### config.mk
export PLATFORM = sky130hd
export DESIGN_NAME = cmos_capture_pack
export DESIGN_NICKNAME = d
export VERILOG_FILES = /design/src/rtl/sdram_cam_pkg.sv /design/src/rtl/dvp_edge_sync.sv /design/src/rtl/cmos_capture_pack.sv
export SDC_FILE = /design/constraint.sdc
export NUM_CORES = 1
export LEC_CHECK = 0
export CAP_MARGIN = 20
export CORE_MARGIN = 2
export CORE_UTILIZATION = 61
export CTS_BUF_LIST = sky130_fd_sc_hd__clkbuf_8
export CTS_CLUSTER_SIZE = 8
export DETAILED_ROUTE_END_ITERATION = 10
export PLACE_DENSITY_LB_ADDON = 0.2
export SYNTH_ARGS = -nofsm -noshare
export SYNTH_HDL_FRONTEND = slang
export SYNTH_SLANG_ARGS = --single-unit
### constraint.sdc
create_clock -name clk -period 2.6 [get_ports clk]
set_input_delay 0.52 -clock clk [delete_from_list [all_inputs] [get_ports clk]]
set_output_delay 0.52 -clock clk [all_outputs]
set_load 0.02 [all_outputs]
### src/rtl/sdram_cam_pkg.sv
// sdram_cam_pkg: capture FSM state encoding, default 640x480 resolution, RGB565 word width
package sdram_cam_pkg;
    localparam logic [1:0] ST_WAIT_CFG = 2'd0;
    localparam logic [1:0] ST_SKIP     = 2'd1;
    localparam logic [1:0] ST_RUN      = 2'd2;
    localparam int DEF_H_PIXELS = 640;
    localparam int DEF_V_LINES  = 480;
    localparam int PIX_W        = 16;
endpackage

### src/rtl/dvp_edge_sync.sv
// dvp_edge_sync: registers cam_vsync/cam_href/cam_data once; outputs s_href, s_data, vs_rise, href_fall
module dvp_edge_sync (
    input  logic       clk,
    input  logic       rst,
    input  logic       cam_vsync,
    input  logic       cam_href,
    input  logic [7:0] cam_data,
    output logic       s_href,
    output logic [7:0] s_data,
    output logic       vs_rise,
    output logic       href_fall
);
    logic vsync_q, vsync_d1_q, href_q, href_d1_q;
    logic [7:0] data_q;
    always_ff @(posedge clk) begin
        if (rst) begin
            vsync_q    <= 1'b0;
            vsync_d1_q <= 1'b0;
            href_q     <= 1'b0;
            href_d1_q  <= 1'b0;
            data_q     <= 8'd0;
        end else begin
            vsync_q    <= cam_vsync;
            vsync_d1_q <= vsync_q;
            href_q     <= cam_href;
            href_d1_q  <= href_q;
            data_q     <= cam_data;
        end
    end
    assign s_href    = href_q;
    assign s_data    = data_q;
    assign vs_rise   = vsync_q & ~vsync_d1_q;
    assign href_fall = ~href_q & href_d1_q;
endmodule

### src/rtl/cmos_capture_pack.sv
// cmos_capture_pack: packs DVP byte pairs into RGB565 words (wr_en/wr_data), pulses wr_load per frame, flags frame_ready/line_err, counts frames
module cmos_capture_pack
    import sdram_cam_pkg::*;
#(
    parameter int H_PIXELS    = DEF_H_PIXELS,
    parameter int V_LINES     = DEF_V_LINES,
    parameter int WAIT_FRAMES = 10
) (
    input  logic             clk,
    input  logic             rst,
    input  logic             cfg_done,
    input  logic             cam_vsync,
    input  logic             cam_href,
    input  logic [7:0]       cam_data,
    output logic             wr_en,
    output logic [PIX_W-1:0] wr_data,
    output logic             wr_load,
    output logic             frame_ready,
    output logic             line_err,
    output logic [15:0]      frame_cnt
);
    logic s_href, vs_rise, href_fall;
    logic [7:0] s_data;
    dvp_edge_sync u_sync (
        .clk(clk), .rst(rst), .cam_vsync(cam_vsync), .cam_href(cam_href), .cam_data(cam_data),
        .s_href(s_href), .s_data(s_data), .vs_rise(vs_rise), .href_fall(href_fall)
    );
    logic [1:0] state_q, state_d;
    logic [7:0] skip_cnt_q, skip_cnt_d, hi_q, hi_d;
    logic frame_act_q, frame_act_d, byte_flag_q, byte_flag_d, frame_err_q, frame_err_d;
    logic [11:0] pix_cnt_q, pix_cnt_d;
    logic [10:0] line_cnt_q, line_cnt_d;
    logic wr_en_q, wr_en_d, wr_load_q, wr_load_d, frame_ready_q, frame_ready_d, line_err_q, line_err_d;
    logic [PIX_W-1:0] wr_data_q, wr_data_d;
    logic [15:0] frame_cnt_q, frame_cnt_d;
    always_comb begin
        state_d       = state_q;
        skip_cnt_d    = skip_cnt_q;
        hi_d          = hi_q;
        frame_act_d   = frame_act_q;
        byte_flag_d   = byte_flag_q;
        frame_err_d   = frame_err_q;
        pix_cnt_d     = pix_cnt_q;
        line_cnt_d    = line_cnt_q;
        wr_en_d       = 1'b0;
        wr_data_d     = wr_data_q;
        wr_load_d     = 1'b0;
        frame_ready_d = frame_ready_q;
        line_err_d    = line_err_q;
        frame_cnt_d   = frame_cnt_q;
        if (!cfg_done) begin
            state_d     = ST_WAIT_CFG;
            frame_act_d = 1'b0;
            byte_flag_d = 1'b0;
            frame_err_d = 1'b0;
            pix_cnt_d   = 12'd0;
            line_cnt_d  = 11'd0;
        end else if (state_q == ST_WAIT_CFG) begin
            state_d    = ST_SKIP;
            skip_cnt_d = 8'd0;
        end else if (state_q == ST_SKIP) begin
            if (vs_rise) begin
                skip_cnt_d = skip_cnt_q + 8'd1;
                state_d    = (skip_cnt_d == 8'(WAIT_FRAMES)) ? ST_RUN : ST_SKIP;
            end
        end else if (vs_rise) begin
            wr_load_d   = 1'b1;
            frame_act_d = 1'b1;
            byte_flag_d = 1'b0;
            frame_err_d = 1'b0;
            pix_cnt_d   = 12'd0;
            line_cnt_d  = 11'd0;
            line_err_d  = frame_act_q && (line_cnt_q != 11'(V_LINES) || s_href);
            if (frame_act_q) begin
                frame_cnt_d   = frame_cnt_q + 16'd1;
                frame_ready_d = frame_ready_q | ~(line_err_d | frame_err_q);
            end
        end else if (frame_act_q) begin
            if (s_href) begin
                byte_flag_d = ~byte_flag_q;
                hi_d        = byte_flag_q ? hi_q : s_data;
                wr_en_d     = byte_flag_q;
                wr_data_d   = byte_flag_q ? {hi_q, s_data} : wr_data_q;
                pix_cnt_d   = (byte_flag_q && pix_cnt_q != '1) ? pix_cnt_q + 12'd1 : pix_cnt_q;
            end else begin
                byte_flag_d = 1'b0;
                pix_cnt_d   = 12'd0;
                if (href_fall) begin
                    line_cnt_d = (line_cnt_q == '1) ? line_cnt_q : line_cnt_q + 11'd1;
                    if (pix_cnt_q != 12'(H_PIXELS) || byte_flag_q) begin
                        line_err_d  = 1'b1;
                        frame_err_d = 1'b1;
                    end
                end
            end
        end
    end
    always_ff @(posedge clk) begin
        if (rst) begin
            state_q       <= ST_WAIT_CFG;
            skip_cnt_q    <= 8'd0;
            hi_q          <= 8'd0;
            frame_act_q   <= 1'b0;
            byte_flag_q   <= 1'b0;
            frame_err_q   <= 1'b0;
            pix_cnt_q     <= 12'd0;
            line_cnt_q    <= 11'd0;
            wr_en_q       <= 1'b0;
            wr_data_q     <= '0;
            wr_load_q     <= 1'b0;
            frame_ready_q <= 1'b0;
            line_err_q    <= 1'b0;
            frame_cnt_q   <= 16'd0;
        end else begin
            state_q       <= state_d;
            skip_cnt_q    <= skip_cnt_d;
            hi_q          <= hi_d;
            frame_act_q   <= frame_act_d;
            byte_flag_q   <= byte_flag_d;
            frame_err_q   <= frame_err_d;
            pix_cnt_q     <= pix_cnt_d;
            line_cnt_q    <= line_cnt_d;
            wr_en_q       <= wr_en_d;
            wr_data_q     <= wr_data_d;
            wr_load_q     <= wr_load_d;
            frame_ready_q <= frame_ready_d;
            line_err_q    <= line_err_d;
            frame_cnt_q   <= frame_cnt_d;
        end
    end
    assign wr_en       = wr_en_q;
    assign wr_data     = wr_data_q;
    assign wr_load     = wr_load_q;
    assign frame_ready = frame_ready_q;
    assign line_err    = line_err_q;
    assign frame_cnt   = frame_cnt_q;
endmodule

==> key figures, run 1 <==
Status
  – Status: complete, no violations

GRT
  – Grt total ovfl: 0
  – Number of global-route vias before repair: 3284
  – Largest net degree at the start of global routing: 33
  – GRT busiest layer: met2
  – Global-route wire length before repair: 14800 µm
  – GR Util met1: 30.2%
  – GRT Overall Usage: 24.8%
  – Initial antenna violation count: 0
  – GR Util met3: 6.26%
  – M2 GR Usage: 43.3%

Cells and area
  – Area growth from synthesis to final layout: 17.6%
  – Final core occ: 74.8%
  – Final std cell area, no fill: 4770 µm²
  – Share of cells above drive strength 1: 7.51%
  – ANT cells: 0
  – Nets: 534
  – Layout fillers: 455

Placed design
  – Placed cell area: 4570 µm²
  – Place WS: 306 ps
  – Port Buf Inserts: 48
  – Final GP Congestion: 0.873
  – Detailed Place HPWL: 6170 µm

Route
  – DRC: 0
  – Routed WL: 8840 µm
  – 1st-pass router iterations: 4
  – Post-DRT Antenna Nets: 0
  – Initial DRC Count: 269
  – Via-to-Cell Ratio: 5.84
  – Via Count: 3480
  – Routed WL per cell: 14.8 µm

Timing
  – Final setup fails: 0
  – Peak Freq: 0.489 GHz
  – Fin. Hold Viols: 0
  – Setup ws final: 556 ps
  – Final min period: 2040 ps
  – Final Max Tran Viols: 0
  – Worst slew pin tran: 568 ps
  – Final TNS setup: 0 ps
  – Hold_ws: 436 ps
  – Tcrit/Tclk final: 78.6%
  – RSZ-0062 raised after global routing: false
  – Worst clock skew: 7.87 ps
  – Slew margin rel.: 62.1%

Worst setup path
  – CP endpoint kind: flip-flop
  – Arrival time worst endpoint: 2330 ps
  – RR Startpoint: u_sync.vsync_d1_q
  – Crit path max fanout: 16
  – Classification of the worst setup path: flip-flop to flip-flop
  – Reg2reg path depth: 6
  – Reg2reg end: wr_data[11]
  – Crit start category: flip-flop
  – R2r setup slk: 560 ps
  – CP required: 2880 ps

Clock network
  – Post-CTS setup buffer count: 0
  – Clock Sinks: 92
  – TritonCTS clock tree: yes
  – Num CTS Buffers: 9
  – Hold-fix buffers, CTS: 0
  – Clk Latency, worst-skew pair: 360 ps
  – Resized Gates After CTS: 0
  – H-Tree Depth: 3
  – CTS root buf: clkbuf_8
  – Clock transition at the registers of the reported paths: 90 ps
  – Maximum clock insertion buffer count: 2

Die
  – Core Box Area: 6390 µm²
  – I/O pin total: 49
  – Die area: 7320 µm²
  – FP Rows: 29
  – DIE HEIGHT: 85.6 µm
  – Starting Density: 63.6%
  – Die width: 85.6 µm

Pwr
  – Cell Pwr Density: 523 nW/µm²
  – Maximum VDD drop: 0.000616 V
  – Leakage power: 0.00159 µW

Synthesis
  – Count leader, synth: dfxtp_1
  – Cell Area, Synth: 4060 µm²
  – Yosys warns: 0
  – Post-synth top area share: 45.4%
  – Mapped Cells: 468
  – Syn avg cell area: 8.68 µm²
  – Post-synth EDFFs: 0
  – Register area share after synthesis: 45.4%
  – Asr flop ratio synth: 0%
  – Primary FF master, synth: dfxtp_1
  – Area leader, netlist: dfxtp_1
  – Synth top area cells: dfxtp_1, nor2_1, nand2_1, a21oi_1, xnor2_1
  – Yosys cell types: 57
  – Yosys reg bits: 92
  – Synth cell count leaders: dfxtp_1, nor2_1, nand2_1, a21oi_1, o21ai_0
  – Syn Nets: 488

Worst hold path
  – Hold Path End: u_sync.href_d1_q
  – Hold path start: rst
  – Hold path depth: 2
  – Hold WC Path Type: input pin to flip-flop

Flow run
  – Max Cap Viol: 0
through the flow:
step / power [µW] / std cells
floorplan: 1510 / 468
global placement: 1540 / 580
detailed placement: 1540 / 580
CTS: 2510 / 596
global route: 2590 / 596
finish: 2500 / 596
registers in the layout, summed over array words and instances, names as in the netlist, 2 cells and up:
name,count
pix_cnt_q,12
u_sync.s_data,8
state_q,2
wr_data,16
line_cnt_q,11
hi_q,8
frame_cnt,16
skip_cnt_q,8
metal layers:
layer,vias up,routed length (µm),part of all wire [%]
li1,1736,-,-
met1,1636,3840,43
met2,92,4450,50
met3,16,388,4.4
met4,0,154,1.7
met5,-,0,0
cell families after synthesis:
family                   Yosys count  share of synthesized area (%)
AND/OR/NAND/NOR                  208                           25.6
XOR/XNOR                          24                           5.18
buffers and inverters             31                           3.91
adder cells (fa/ha/maj)            7                           2.16
AO/OA/AOI/OAI                     98                           15.8
multiplexers                       8                           1.97
flip-flops                        92                           45.4
final cells by class:
class	count	area [µm²]	share of cell area, %
Clock inverter	7	80.1	1.68
Sequential cell	92	1840	38.6
Inverter	10	37.5	0.786
Multi-Input combinational cell	345	2060	43.1
Timing Repair Buffer	56	536	11.2
Clock buffer	9	124	2.59
Tap cell	77	96.3	2.02
critical path, stage by stage, from the launching register on:
cell      delay [ps]
dfxtp_1          350
nand2b_1         470
and2_1           480
and3_1           240
buf_4            220
nand2_1           70
a21oi_1          140
cells in the final DEF, fill, tap and decap left out, types with 8 or more instances in the layout:
cell type / Yosys / routed
xor2_1: 10 / 10
o21ai_0: 19 / 19
mux2i_1: 8 / 8
inv_1: 10 / 10
nand4_1: 13 / 13
nand3_1: 17 / 17
nor3_1: 12 / 12
nand2_1: 57 / 57
clkdlybuf4s50_1: 0 / 47
buf_4: 1 / 8
clkbuf_8: 0 / 9
nor2_1: 58 / 58
xnor2_1: 14 / 14
nor2b_1: 15 / 15
dfxtp_1: 92 / 92
a21oi_1: 41 / 41
worst max-delay path by stage:
| stage | end | from | cells after the start |
|---|---|---|---|
| floorplan | pix_cnt_q[4] | pix_cnt_q[7] | 6 |
| global placement | frame_cnt[15] | cfg_done | 6 |
| detailed placement | frame_cnt[13] | cfg_done | 6 |
| CTS | frame_cnt[0] | frame_cnt[0] | 1 |
| global route | wr_data[12] | u_sync.vsync_d1_q | 6 |
| finish | wr_data[11] | u_sync.vsync_d1_q | 6 |
power breakdown:
group          switching [µW]  internal [µW]
logic                    51.4           33.2
clock network             530            456
registers                7.75           1420
No activity file was read; power rests on OpenSTA's default activity.
==> inputs of run 2 (changes only) <==
--- a/config.mk
+++ b/config.mk
@@ -7,7 +7,7 @@
 export LEC_CHECK = 0
 export CAP_MARGIN = 20
 export CORE_MARGIN = 2
-export CORE_UTILIZATION = 61
+export CORE_UTILIZATION = 58
 export CTS_BUF_LIST = sky130_fd_sc_hd__clkbuf_8
 export CTS_CLUSTER_SIZE = 8
 export DETAILED_ROUTE_END_ITERATION = 10
==> constraint.sdc (replaced) <==
create_clock -name clk -period 1.9 [get_ports clk]
set_input_delay 0.38 -clock clk [delete_from_list [all_inputs] [get_ports clk]]
set_output_delay 0.38 -clock clk [all_outputs]
set_load 0.02 [all_outputs]
==> key figures, run 2 (same netlist as run 1, synthesis figures left out) <==
Status
  – Status: complete, no violations

Route
  – Via-to-Cell Ratio: 5.63
  – Post-DRT Antenna Nets: 0
  – 1st-pass router iterations: 6
  – Initial DRC Count: 227
  – Routed WL per cell: 14.5 µm
  – Routed WL: 9160 µm
  – DRC: 0
  – Via Count: 3559

Worst setup path
  – R2r setup slk: 130 ps
  – Buf+Inv Stages, Crit Path: 1
  – Worst path depth: 1
  – CP endpoint: frame_cnt[12]
  – Classification of the worst setup path: flip-flop to output pin
  – RR Startpoint: state_q[1]
  – Crit-path cells: clkdlybuf4s50_1
  – CP required: 1520 ps
  – Crit path max fanout: 5
  – Crit start category: flip-flop
  – Crit-path slowest cell: clkdlybuf4s50_1
  – CP endpoint kind: output pin
  – Reg2reg end: frame_cnt[15]
  – Top delay family on crit path: buffers and inverters
  – Reg2reg path depth: 5
  – CP startpoint: frame_cnt[12]
  – Arrival time worst endpoint: 1460 ps
  – CP peak stage delay: 660 ps

Clock network
  – TritonCTS clock tree: yes
  – H-Tree Depth: 3
  – Maximum clock insertion buffer count: 2
  – Clock Sinks: 92
  – Num CTS Buffers: 9
  – Clk Latency, worst-skew pair: 370 ps
  – CTS root buf: clkbuf_8
  – Clock transition at the registers of the reported paths: 100 ps

GRT
  – M2 GR Usage: 39.5%
  – GRT Overall Usage: 24.6%
  – Initial antenna violation count: 0
  – Grt total ovfl: 0
  – Largest net degree at the start of global routing: 62
  – Global-route wire length before repair: 15200 µm
  – Number of global-route vias before repair: 3324
  – GRT busiest layer: met2
  – GR Util met1: 33.3%
  – GR Util met3: 4.52%

Flow run
  – Max Cap Viol: 0

Cells and area
  – Layout fillers: 520
  – Commonest cells after routing, fill and taps aside: dfxtp_1, nand2_1, nor2_1
  – Final core occ: 73.3%
  – Commonest non-fill, non-tap cell in the layout: dfxtp_1
  – Share of cells above drive strength 1: 11.6%
  – ANT cells: 0
  – Final std cell area, no fill: 4980 µm²
  – Footprint of the multi-input gates: 2070 µm²
  – Sequential cell area: 1850 µm²
  – Area growth from synthesis to final layout: 22.7%
  – Nets: 551
  – Final Non-Filler Cells: 632

Worst hold path
  – Hold WC Path Type: input pin to flip-flop
  – Hold path depth: 2

Timing
  – Final min period: 1840 ps
  – Tcrit/Tclk final: 96.9%
  – Worst slew pin tran: 616 ps
  – Worst clock skew: 12.3 ps
  – RSZ-0062 raised after global routing: false
  – Slew margin rel.: 58.7%
  – Fin. Hold Viols: 0
  – Final setup fails: 0
  – Final TNS setup: 0 ps
  – Final Max Tran Viols: 0
  – Peak Freq: 0.543 GHz
  – Hold_ws: 241 ps

Placed design
  – Placed insts: 614
  – Placed cell area: 4730 µm²
  – Detailed Place HPWL: 6380 µm
  – Port Buf Inserts: 48
  – Final GP Congestion: 0.896

Die
  – Die width: 87.7 µm
  – Die area: 7690 µm²
  – FP Rows: 30
  – Core Box Area: 6790 µm²
  – I/O pin total: 49
  – Starting Density: 59.8%
  – DIE HEIGHT: 87.7 µm

Pwr
  – Maximum VDD drop: 0.000420 V
  – Leakage power: 0.00176 µW
  – Cell Pwr Density: 701 nW/µm²
run 2: changes by cell type in the layout (fill, tap and decap cells not counted), moves of 2 or more:
cell             previous run  this run
inv_8                       0         3
clkdlybuf4s50_1            47        43
dfxtp_2                     0         3
buf_4                       8        23
buf_12                      0         2
dlymetal6s2s_1              0         4
dfxtp_1                    92        89
run 2: metal layers:
layer / up-vias / wire length (µm) / part of all wire [%]
li1: 1777 / - / -
met2: 100 / 4330 / 47
met4: 0 / 146 / 1.6
met3: 12 / 424 / 4.6
met5: - / 0 / 0
met1: 1670 / 4260 / 46
run 2: timing repair:
action,CTS,global route
gates resized for setup,0,10
hold buffers,0,0
endpoints found under the setup margin,0,11
buffers inserted,0,2
run 2: where the power goes:
part / internal (µW) / switching [µW] / total [µW]
clock: 645 / 774 / 1420
sequential: 1940 / 11.3 / 1950
combinational: 50.8 / 70.8 / 122
run 2: worst min-delay path by stage:
stage,startpoint,to
floorplan,hi_q[2],wr_data[10]
global placement,hi_q[3],wr_data[11]
detailed placement,wr_data[11],wr_data[11]
CTS,rst,u_sync.href_d1_q
global route,rst,u_sync.href_d1_q
finish,rst,u_sync.s_href
run 2: cell type report:
class                      instances  share of cell area [%]
clock inverter                     7                    1.78
multi-input combinational        345                    41.5
clock buffer                       9                    2.49
sequential                        92                    37.1
timing repair buffer              73                    14.0
tap                               96                    2.41
inverter                          10                   0.754
run 2: through the flow:
step,setup WS (ps),total power [µW]
detailed placement,-140,2120
finish,59.6,3490
CTS,15.1,3500
global route,6.91,3590
global placement,-76.5,2120
floorplan,328,2060
==> inputs of run 3 (changes only) <==
--- a/config.mk
+++ b/config.mk
@@ -7,7 +7,7 @@
 export LEC_CHECK = 0
 export CAP_MARGIN = 20
 export CORE_MARGIN = 2
-export CORE_UTILIZATION = 58
+export CORE_UTILIZATION = 35
 export CTS_BUF_LIST = sky130_fd_sc_hd__clkbuf_8
 export CTS_CLUSTER_SIZE = 8
 export DETAILED_ROUTE_END_ITERATION = 10
==> key figures, run 3 (same netlist as run 1, synthesis figures left out) <==
Die
  – Die width: 112 µm
  – FP Rows: 39
  – Core Box Area: 11400 µm²
  – I/O pin total: 49
  – Starting Density: 35.7%
  – Die area: 12500 µm²
  – DIE HEIGHT: 112 µm

Pwr
  – Clock Power Share: 38.8%
  – Cell Pwr Density: 673 nW/µm²
  – Comb power frac: 3.6%
  – Switching portion of total power: 23.2%
  – Int Pwr: 2600 µW
  – Seq pwr share: 57.5%
  – Maximum VDD drop: 0.000446 V
  – Switching power: 787 µW
  – Leakage power: 0.00179 µW

Timing
  – Final min period: 1810 ps
  – Worst slew pin tran: 501 ps
  – RSZ-0062 raised after global routing: false
  – Slew margin rel.: 66.4%
  – Final Max Tran Viols: 0
  – Final TNS setup: 0 ps
  – Final setup fails: 0
  – Peak Freq: 0.552 GHz
  – Fin. Hold Viols: 0
  – Worst clock skew: 8.72 ps
  – Tcrit/Tclk final: 95.3%
  – Hold_ws: 353 ps

GRT
  – Number of global-route vias before repair: 3159
  – Grt total ovfl: 0
  – GRT Overall Usage: 15.1%
  – Largest net degree at the start of global routing: 55
  – Initial antenna violation count: 0
  – Global-route wire length before repair: 15500 µm

Worst setup path
  – Arrival time worst endpoint: 1430 ps
  – Crit-path slowest cell: clkdlybuf4s50_1
  – RR Startpoint: pix_cnt_q[0]
  – CP required: 1520 ps
  – CP peak stage delay: 640 ps
  – Reg2reg path depth: 7
  – Crit start category: flip-flop
  – Classification of the worst setup path: flip-flop to output pin
  – Buf+Inv Stages, Crit Path: 1
  – Crit path max fanout: 5
  – R2r setup slk: 130 ps
  – Top delay family on crit path: buffers and inverters
  – Crit-path cells: clkdlybuf4s50_1
  – CP endpoint kind: output pin
  – Reg2reg end: pix_cnt_q[4]

Route
  – Via Count: 3480
  – Routed WL per cell: 13.5 µm
  – Via-to-Cell Ratio: 5.13
  – 1st-pass router iterations: 7
  – Initial DRC Count: 174
  – Routed WL: 9160 µm
  – Post-DRT Antenna Nets: 0
  – DRC: 0

Placed design
  – Port Buf Inserts: 48
  – Final GP Congestion: 0.805
  – Detailed Place HPWL: 6460 µm

Clock network
  – Maximum clock insertion buffer count: 2
  – H-Tree Depth: 3
  – Clock transition at the registers of the reported paths: 90 ps
  – TritonCTS clock tree: yes
  – Clock Sinks: 92
  – CTS root buf: clkbuf_8
  – Clk Latency, worst-skew pair: 370 ps
  – Hold-fix buffers, CTS: 0
  – Num CTS Buffers: 9

Cells and area
  – ANT cells: 0
  – Share of cells above drive strength 1: 10.8%
  – Layout fillers: 1148
  – Area growth from synthesis to final layout: 24.2%
  – Nets: 550
  – Commonest cells after routing, fill and taps aside: dfxtp_1, nand2_1, nor2_1
  – Commonest non-fill, non-tap cell in the layout: dfxtp_1

Worst hold path
  – Hold path depth: 2
  – Hold WC Path Type: input pin to flip-flop
  – Hold Path End: skip_cnt_q[0]
  – Hold path start: rst

Status
  – Status: complete, no violations

Flow run
  – Max Cap Viol: 0
run 3: cell count changes in the layout (fill, tap and decap cells not counted), sizes merged:
cell,delta
inv,-4
dlymetal6s2s,+2
clkinv,+2
clkinvlp,+2
buf,-1
clkdlybuf4s50,-2
run 3: power groups by stage:
| stage | clock network (µW) | registers [µW] | logic (µW) |
|---|---|---|---|
| 6_report | 1320 | 1950 | 124 |
| 5_1_grt | 1440 | 1950 | 136 |
| 4_1_cts | 1370 | 1950 | 125 |
| 3_5_place_dp | 0 | 2000 | 124 |
| 3_3_place_gp | 0 | 2000 | 125 |
| 2_1_floorplan | 0 | 1990 | 71.0 |
run 3: what timing repair did:
action | 4_1_cts | 5_1_grt
setup endpoints to repair | 0 | 11
buffers inserted | 0 | 2
resized for setup | 0 | 9
run 3: how the worst max path moves through the flow:
| stage | slack, ps | cells past startpoint | end | start |
|---|---|---|---|---|
| global route | 4 | 7 | pix_cnt_q[11] | pix_cnt_q[0] |
| CTS | 20 | 1 | frame_cnt[0] | frame_cnt[0] |
| floorplan | 330 | 6 | pix_cnt_q[4] | pix_cnt_q[7] |
| global placement | -80 | 6 | frame_cnt[15] | cfg_done |
| detailed placement | -140 | 6 | frame_cnt[15] | cfg_done |
| finish | 90 | 1 | frame_cnt[3] | frame_cnt[3] |
run 3: per-layer routing:
metal / vias to the layer above / global-route usage [%] / part of all wire [%]
met4: 0 / 3.87 / 1.4
met5: - / 0 / 0
met1: 1629 / 19.3 / 47
li1: 1770 / - / -
met2: 69 / 24.7 / 47
met3: 12 / 5.01 / 4.6
run 3: final cells by class:
| class | instances | area, µm² | share of cell area, % |
|---|---|---|---|
| Multi-Input combinational cell | 345 | 2060 | 40.9 |
| Sequential cell | 92 | 1840 | 36.6 |
| Timing Repair Buffer | 72 | 721 | 14.3 |
| Tap cell | 143 | 179 | 3.55 |
| Clock buffer | 9 | 124 | 2.46 |
| Clock inverter | 7 | 75.1 | 1.49 |
| Inverter | 10 | 37.5 | 0.744 |
run 3: through the flow:
| stage | power, µW | area (µm²) | std cells | util [%] | worst slack, ps |
|---|---|---|---|---|---|
| floorplan | 2060 | 4060 | 468 | - | 328 |
| global placement | 2120 | 4810 | 660 | 42.3 | -75.1 |
| detailed placement | 2120 | 4810 | 660 | 42.3 | -139 |
| CTS | 3450 | 5010 | 676 | 44.0 | 23.1 |
| global route | 3530 | 5040 | 678 | 44.3 | 4.18 |
| finish | 3390 | 5040 | 678 | 44.3 | 88.4 |
